## src/rtl/first_nios2_system_sysid_arbiter.sv

```systemverilog
// Round-robin read arbiter between the CPU and JTAG masters for the sysid control slave.
// Optional response cache enabled by defining SYSID_ARB_CACHE_EN.
module first_nios2_system_sysid_arbiter #(
    parameter int unsigned DATA_W = 32
) (
    input  logic              clock,
    input  logic              reset,
    input  logic              m0_read,
    input  logic              m0_address,
    output logic              m0_waitrequest,
    output logic [DATA_W-1:0] m0_readdata,
    output logic              m0_readdatavalid,
    input  logic              m1_read,
    input  logic              m1_address,
    output logic              m1_waitrequest,
    output logic [DATA_W-1:0] m1_readdata,
    output logic              m1_readdatavalid,
    output logic              sysid_address,
    input  logic [DATA_W-1:0] sysid_readdata
);

    typedef enum logic [1:0] {
        IDLE   = 2'd0,
        ACCESS = 2'd1,
        RESP   = 2'd2
    } state_t;

    state_t            state, state_next;
    logic              grant, grant_next;
    logic              addr, addr_next;
    logic              last_grant, last_grant_next;
    logic              req_any;
    logic              win;
    logic              win_addr;
    logic              hit;
    logic [DATA_W-1:0] hit_data;
    logic              load;
    logic [DATA_W-1:0] load_data;
    logic              accept0;
    logic              accept1;

    // Arbitration: on a tie the master other than the last one granted wins.
    always_comb begin
        req_any  = m0_read | m1_read;
        win      = (m0_read & m1_read) ? ~last_grant : m1_read;
        win_addr = win ? m1_address : m0_address;
    end

`ifdef SYSID_ARB_CACHE_EN
    logic [DATA_W-1:0] cache_data [2];
    logic [1:0]        cache_valid;

    always_ff @(posedge clock) begin
        if (reset) begin
            cache_valid <= 2'b00;
        end else if (state == ACCESS) begin
            cache_valid[addr] <= 1'b1;
        end
    end

    // Data needs no reset; the valid bits qualify it.
    always_ff @(posedge clock) begin
        if (state == ACCESS) begin
            cache_data[addr] <= sysid_readdata;
        end
    end

    assign hit      = cache_valid[win_addr];
    assign hit_data = cache_data[win_addr];
`else
    assign hit      = 1'b0;
    assign hit_data = '0;
`endif

    always_comb begin
        state_next      = state;
        grant_next      = grant;
        addr_next       = addr;
        last_grant_next = last_grant;
        load            = 1'b0;
        load_data       = sysid_readdata;
        accept0         = 1'b0;
        accept1         = 1'b0;
        sysid_address   = 1'b0;
        case (state)
            IDLE: begin
                if (req_any) begin
                    grant_next      = win;
                    addr_next       = win_addr;
                    last_grant_next = win;
                    if (hit) begin
                        state_next = RESP;
                        load       = 1'b1;
                        load_data  = hit_data;
                        accept0    = ~win;
                        accept1    = win;
                    end else begin
                        state_next = ACCESS;
                    end
                end
            end
            ACCESS: begin
                sysid_address = addr;
                load          = 1'b1;
                accept0       = ~grant;
                accept1       = grant;
                state_next    = RESP;
            end
            RESP: begin
                state_next = IDLE;
            end
            default: begin
                state_next = IDLE;
            end
        endcase
    end

    // While reset is held nothing is accepted, so waitrequest mirrors read.
    assign m0_waitrequest = m0_read & ~(accept0 & ~reset);
    assign m1_waitrequest = m1_read & ~(accept1 & ~reset);

    always_ff @(posedge clock) begin
        if (reset) begin
            state            <= IDLE;
            grant            <= 1'b0;
            addr             <= 1'b0;
            last_grant       <= 1'b1;
            m0_readdata      <= '0;
            m1_readdata      <= '0;
            m0_readdatavalid <= 1'b0;
            m1_readdatavalid <= 1'b0;
        end else begin
            state            <= state_next;
            grant            <= grant_next;
            addr             <= addr_next;
            last_grant       <= last_grant_next;
            m0_readdatavalid <= load & ~grant_next;
            m1_readdatavalid <= load & grant_next;
            if (load & ~grant_next) begin
                m0_readdata <= load_data;
            end
            if (load & grant_next) begin
                m1_readdata <= load_data;
            end
        end
    end

endmodule
```

## config.mk

```make
export PLATFORM = sky130hd
export DESIGN_NAME = first_nios2_system_sysid_arbiter
export DESIGN_NICKNAME = d
export VERILOG_FILES = /design/src/rtl/first_nios2_system_sysid_arbiter.sv
export SDC_FILE = /design/constraint.sdc
export NUM_CORES = 1
export LEC_CHECK = 0
export CAP_MARGIN = 20
export CORE_ASPECT_RATIO = 2
export CORE_UTILIZATION = 45
export DETAILED_ROUTE_END_ITERATION = 16
export PLACE_DENSITY = 0.8
export SETUP_SLACK_MARGIN = 0.5
export SLEW_MARGIN = 20
export SYNTH_ARGS = -nofsm -noshare
export SYNTH_HDL_FRONTEND = slang
export SYNTH_SLANG_ARGS = --single-unit
```

## constraint.sdc

```tcl
create_clock -name clock -period 2.1 [get_ports clock]
set_input_delay 0.21 -clock clock [delete_from_list [all_inputs] [get_ports clock]]
set_output_delay 0.21 -clock clock [all_outputs]
set_load 0.02 [all_outputs]
```

==> impl_results.rst <==
.. list-table::
   :header-rows: 1

   * - Metric
     - Value
   * - Transition time of the tightest slew-check pin
     - around 590 ps
   * - Finished Core Util
     - a little over 70%
   * - Required time of the critical path
     - between 1500 and 2000 ps
   * - H-tree depth
     - 3
   * - Post-Route Skew
     - between 8 and 9 ps
   * - Final weighted congestion in routability-driven placement
     - 0.789
   * - Total number of yosys warnings
     - 0
   * - Total routing usage reported by global routing
     - a little under a quarter
   * - Clock tree buffer depth
     - 2
   * - Critical-path maximum fanout
     - 8
   * - Routed length on met1
     - 2410 µm
   * - X dimension of the die
     - 55.2 µm
   * - Synthesized area per cell
     - about 9.3 µm²
   * - Unrepaired setup endpoints after global routing
     - true
   * - Antenna violations before repair
     - 0
   * - Number of register bits inferred by synthesis
     - 71
   * - Routed length per instance
     - between 10 and 15 µm
   * - Die outline height
     - around 110 µm
   * - Final hold violation count
     - 0
   * - Post-layout minimum cycle time
     - between 1500 and 2000 ps
   * - Portion of the clock cycle consumed by the worst path in the final layout
     - roughly 77%
   * - Critical Setup Path Class
     - flip-flop to output port
   * - Nets
     - between 400 and 500
   * - Leakage component of the power
     - approximately 1.4 nW
   * - Number of antenna-violating nets in the routed design
     - 0
   * - Ratio of cells with drive above 1 in the final layout
     - about a tenth
   * - First-pass GRT wire length
     - slightly below 10000 µm
   * - Number of buffers added on ports
     - between 100 and 150
   * - Kind of end point of the critical path
     - output port
   * - Yosys cell types
     - 20
   * - Number of cell rows
     - 38
   * - Estimated wirelength of the detail-placed design
     - roughly 4600 µm
   * - Area growth from synthesis to layout
     - 52.0%
   * - Met3 layer wire length in the routed design
     - roughly 310 µm
   * - Maximum number of pins on one net before global-route repair
     - just under 60
   * - Pwr Total
     - approximately 3.0 mW
   * - Total placed cells including tap cells
     - between 400 and 500
   * - WL final
     - around 6700 µm
   * - Top Layer Used
     - met4
   * - Outcome
     - finished clean
   * - Worst slew margin relative to its limit
     - between 60% and 70%
   * - Area of the mapped netlist
     - about 2500 µm²
   * - Final count of pins violating max slew
     - 0
   * - Aggregate global routing overflow
     - 0
   * - Worst-skew pair later-pin latency
     - approximately 330 ps
   * - Setup TNS
     - 0 ps
   * - Via Count
     - 2219
   * - Max cap viols
     - 0
   * - Number of sinks driven by the clock tree
     - between 70 and 80
   * - Class of the tightest hold or removal check
     - input port to flip-flop
   * - Commonest non-fill, non-tap cells in the layout
     - sky130_fd_sc_hd__clkdlybuf4s50_1 (102), sky130_fd_sc_hd__dfxtp_1 (68), sky130_fd_sc_hd__nand2_1 (65), sky130_fd_sc_hd__nor2_1 (35)
   * - Hold slack final
     - about 250 ps
   * - Initial core utilization
     - around 47%
   * - Portion of the post-synthesis area used by sequential elements
     - 55.9%
   * - Endpoint arrival time on the critical path
     - 1410 ps
   * - Final Instance Count excl. Fillers
     - between 400 and 500
   * - Total I/O pin count
     - roughly 110
   * - Number of cells produced by synthesis
     - roughly 270
   * - Core Area
     - between 5000 and 6000 µm²
   * - Number of buffers created by CTS
     - 9
   * - Most frequent standard cell in the layout excluding fill and tap cells
     - sky130_fd_sc_hd__clkdlybuf4s50_1
   * - Power density relative to cell area
     - approximately 770 nW/µm²
   * - First DRT Iteration DRCs
     - 57
   * - Worst VDD drop
     - between 0.0009 and 0.001 V
   * - Setup Viol. Count Final
     - 0
   * - CP startpoint kind
     - flip-flop
   * - Die ar.
     - roughly 6000 µm²
   * - Clock transition at the registers of the reported paths
     - 70 ps
   * - Buffer cell driving the clock tree root
     - sky130_fd_sc_hd__clkbuf_8
   * - CTS tree
     - built
   * - Number of global-route vias before repair
     - 2126
   * - First-pass DRT Iterations
     - 4
   * - Routed length on met2
     - 3740 µm
   * - Max Fclk
     - around 620 MHz
   * - Inserted Diodes
     - 0
   * - Synthesized net count
     - approximately 310
   * - Total DRC errors in the routed layout
     - 0
   * - Number of buffers added to fix hold violations after cts
     - 0
   * - DR vias/cell
     - 4.95
logic make-up (layout without fill, tap and decap cells):
family                 Yosys count  in the layout  synth area share, %
AO/OA/AOI/OAI                   37             37                 7.82
buffers and inverters           19            134                 4.82
flip-flops                      71             71                 55.9
AND/OR/NAND/NOR                113            113                 18.5
multiplexers                    33             33                 13.0
worst max-delay path: stages (launching register included):
cell                      delay [ps]
sky130_fd_sc_hd__dfxtp_4         380
sky130_fd_sc_hd__or3b_4          410
sky130_fd_sc_hd__nor2_4           90
sky130_fd_sc_hd__nor2b_1          50
sky130_fd_sc_hd__buf_4           150
synthesized netlist by cell type:
cell,count,share of area (%)
sky130_fd_sc_hd__nor3b_1,1,0.30
sky130_fd_sc_hd__nor3b_2,1,0.49
sky130_fd_sc_hd__mux2i_1,33,13
sky130_fd_sc_hd__nor2b_1,3,0.74
sky130_fd_sc_hd__nor2_1,37,5.5
sky130_fd_sc_hd__clkbuf_1,7,1.0
sky130_fd_sc_hd__buf_12,2,1.6
sky130_fd_sc_hd__dfxtp_1,71,56
sky130_fd_sc_hd__nand2_1,65,9.6
sky130_fd_sc_hd__or2_2,1,0.25
sky130_fd_sc_hd__a21boi_0,1,0.30
sky130_fd_sc_hd__a22oi_1,1,0.30
sky130_fd_sc_hd__buf_2,9,1.8
sky130_fd_sc_hd__a311oi_1,1,0.34
sky130_fd_sc_hd__buf_6,1,0.44
sky130_fd_sc_hd__a221o_1,1,0.39
sky130_fd_sc_hd__and3b_1,2,0.69
sky130_fd_sc_hd__nand3b_1,1,0.30
sky130_fd_sc_hd__or3b_1,2,0.69
sky130_fd_sc_hd__a21oi_1,33,6.5
final timing paths:
path / start / end / slack (ps) / depth (start not counted)
setup / recovery: state[0]$_SDFFE_PP0P_ / m0_waitrequest / 480 / 4
setup reg to reg: state[0]$_SDFFE_PP0P_ / m0_readdatavalid$_SDFF_PP0_ / 490 / 9
hold / removal: reset / m0_readdata[2]$_SDFFE_PP0P_ / 250 / 2
hold reg to reg: m1_readdata[0]$_SDFFE_PP0P_ / m1_readdata[0]$_SDFFE_PP0P_ / 450 / 2
per-stage QoR:
stage               worst slack (ps)  area (µm²)
floorplan                        809        2540
global placement                 401        3600
detailed placement               344        3600
CTS                              402        3850
global route                     411        3870
finish                           479        3870
where the power goes:
part	leakage (nW)	switching, mW	total (mW)	internal (mW)
registers	0.579	0.0369	1.45	1.41
logic	0.764	0.234	0.481	0.246
clock network	0.0985	0.464	1.07	0.605
final cells by class:
cell class	instances	area [µm²]
Clock inverter	3	42.5
Fill cell	437	1550
Tap cell	60	75.1
Clock buffer	12	155
Sequential cell	71	1430
Multi-Input combinational cell	183	1020
Timing Repair Buffer	119	1140
flip-flops by register name (all words and copies together) (netlist names):
name	cells
m0_readdata	32
m1_readdata	32
state	2
addr	1
grant	1
last_grant	1
m0_readdatavalid	1
m1_readdatavalid	1
repair_timing:
item	CTS	global route
buffers inserted	7	0
resized for setup	9	10
pin swaps	1	3
setup endpoints to repair	22	22
metal layers:
| metal | track usage (%) | vias to the layer above |
|---|---|---|
| met5 | 0 | - |
| met4 | 12.0 | 0 |
| met3 | 6.75 | 13 |
| met2 | 43.5 | 78 |
| met1 | 22.3 | 1018 |
| li1 | - | 1110 |
(Power assumes the default switching activity.)
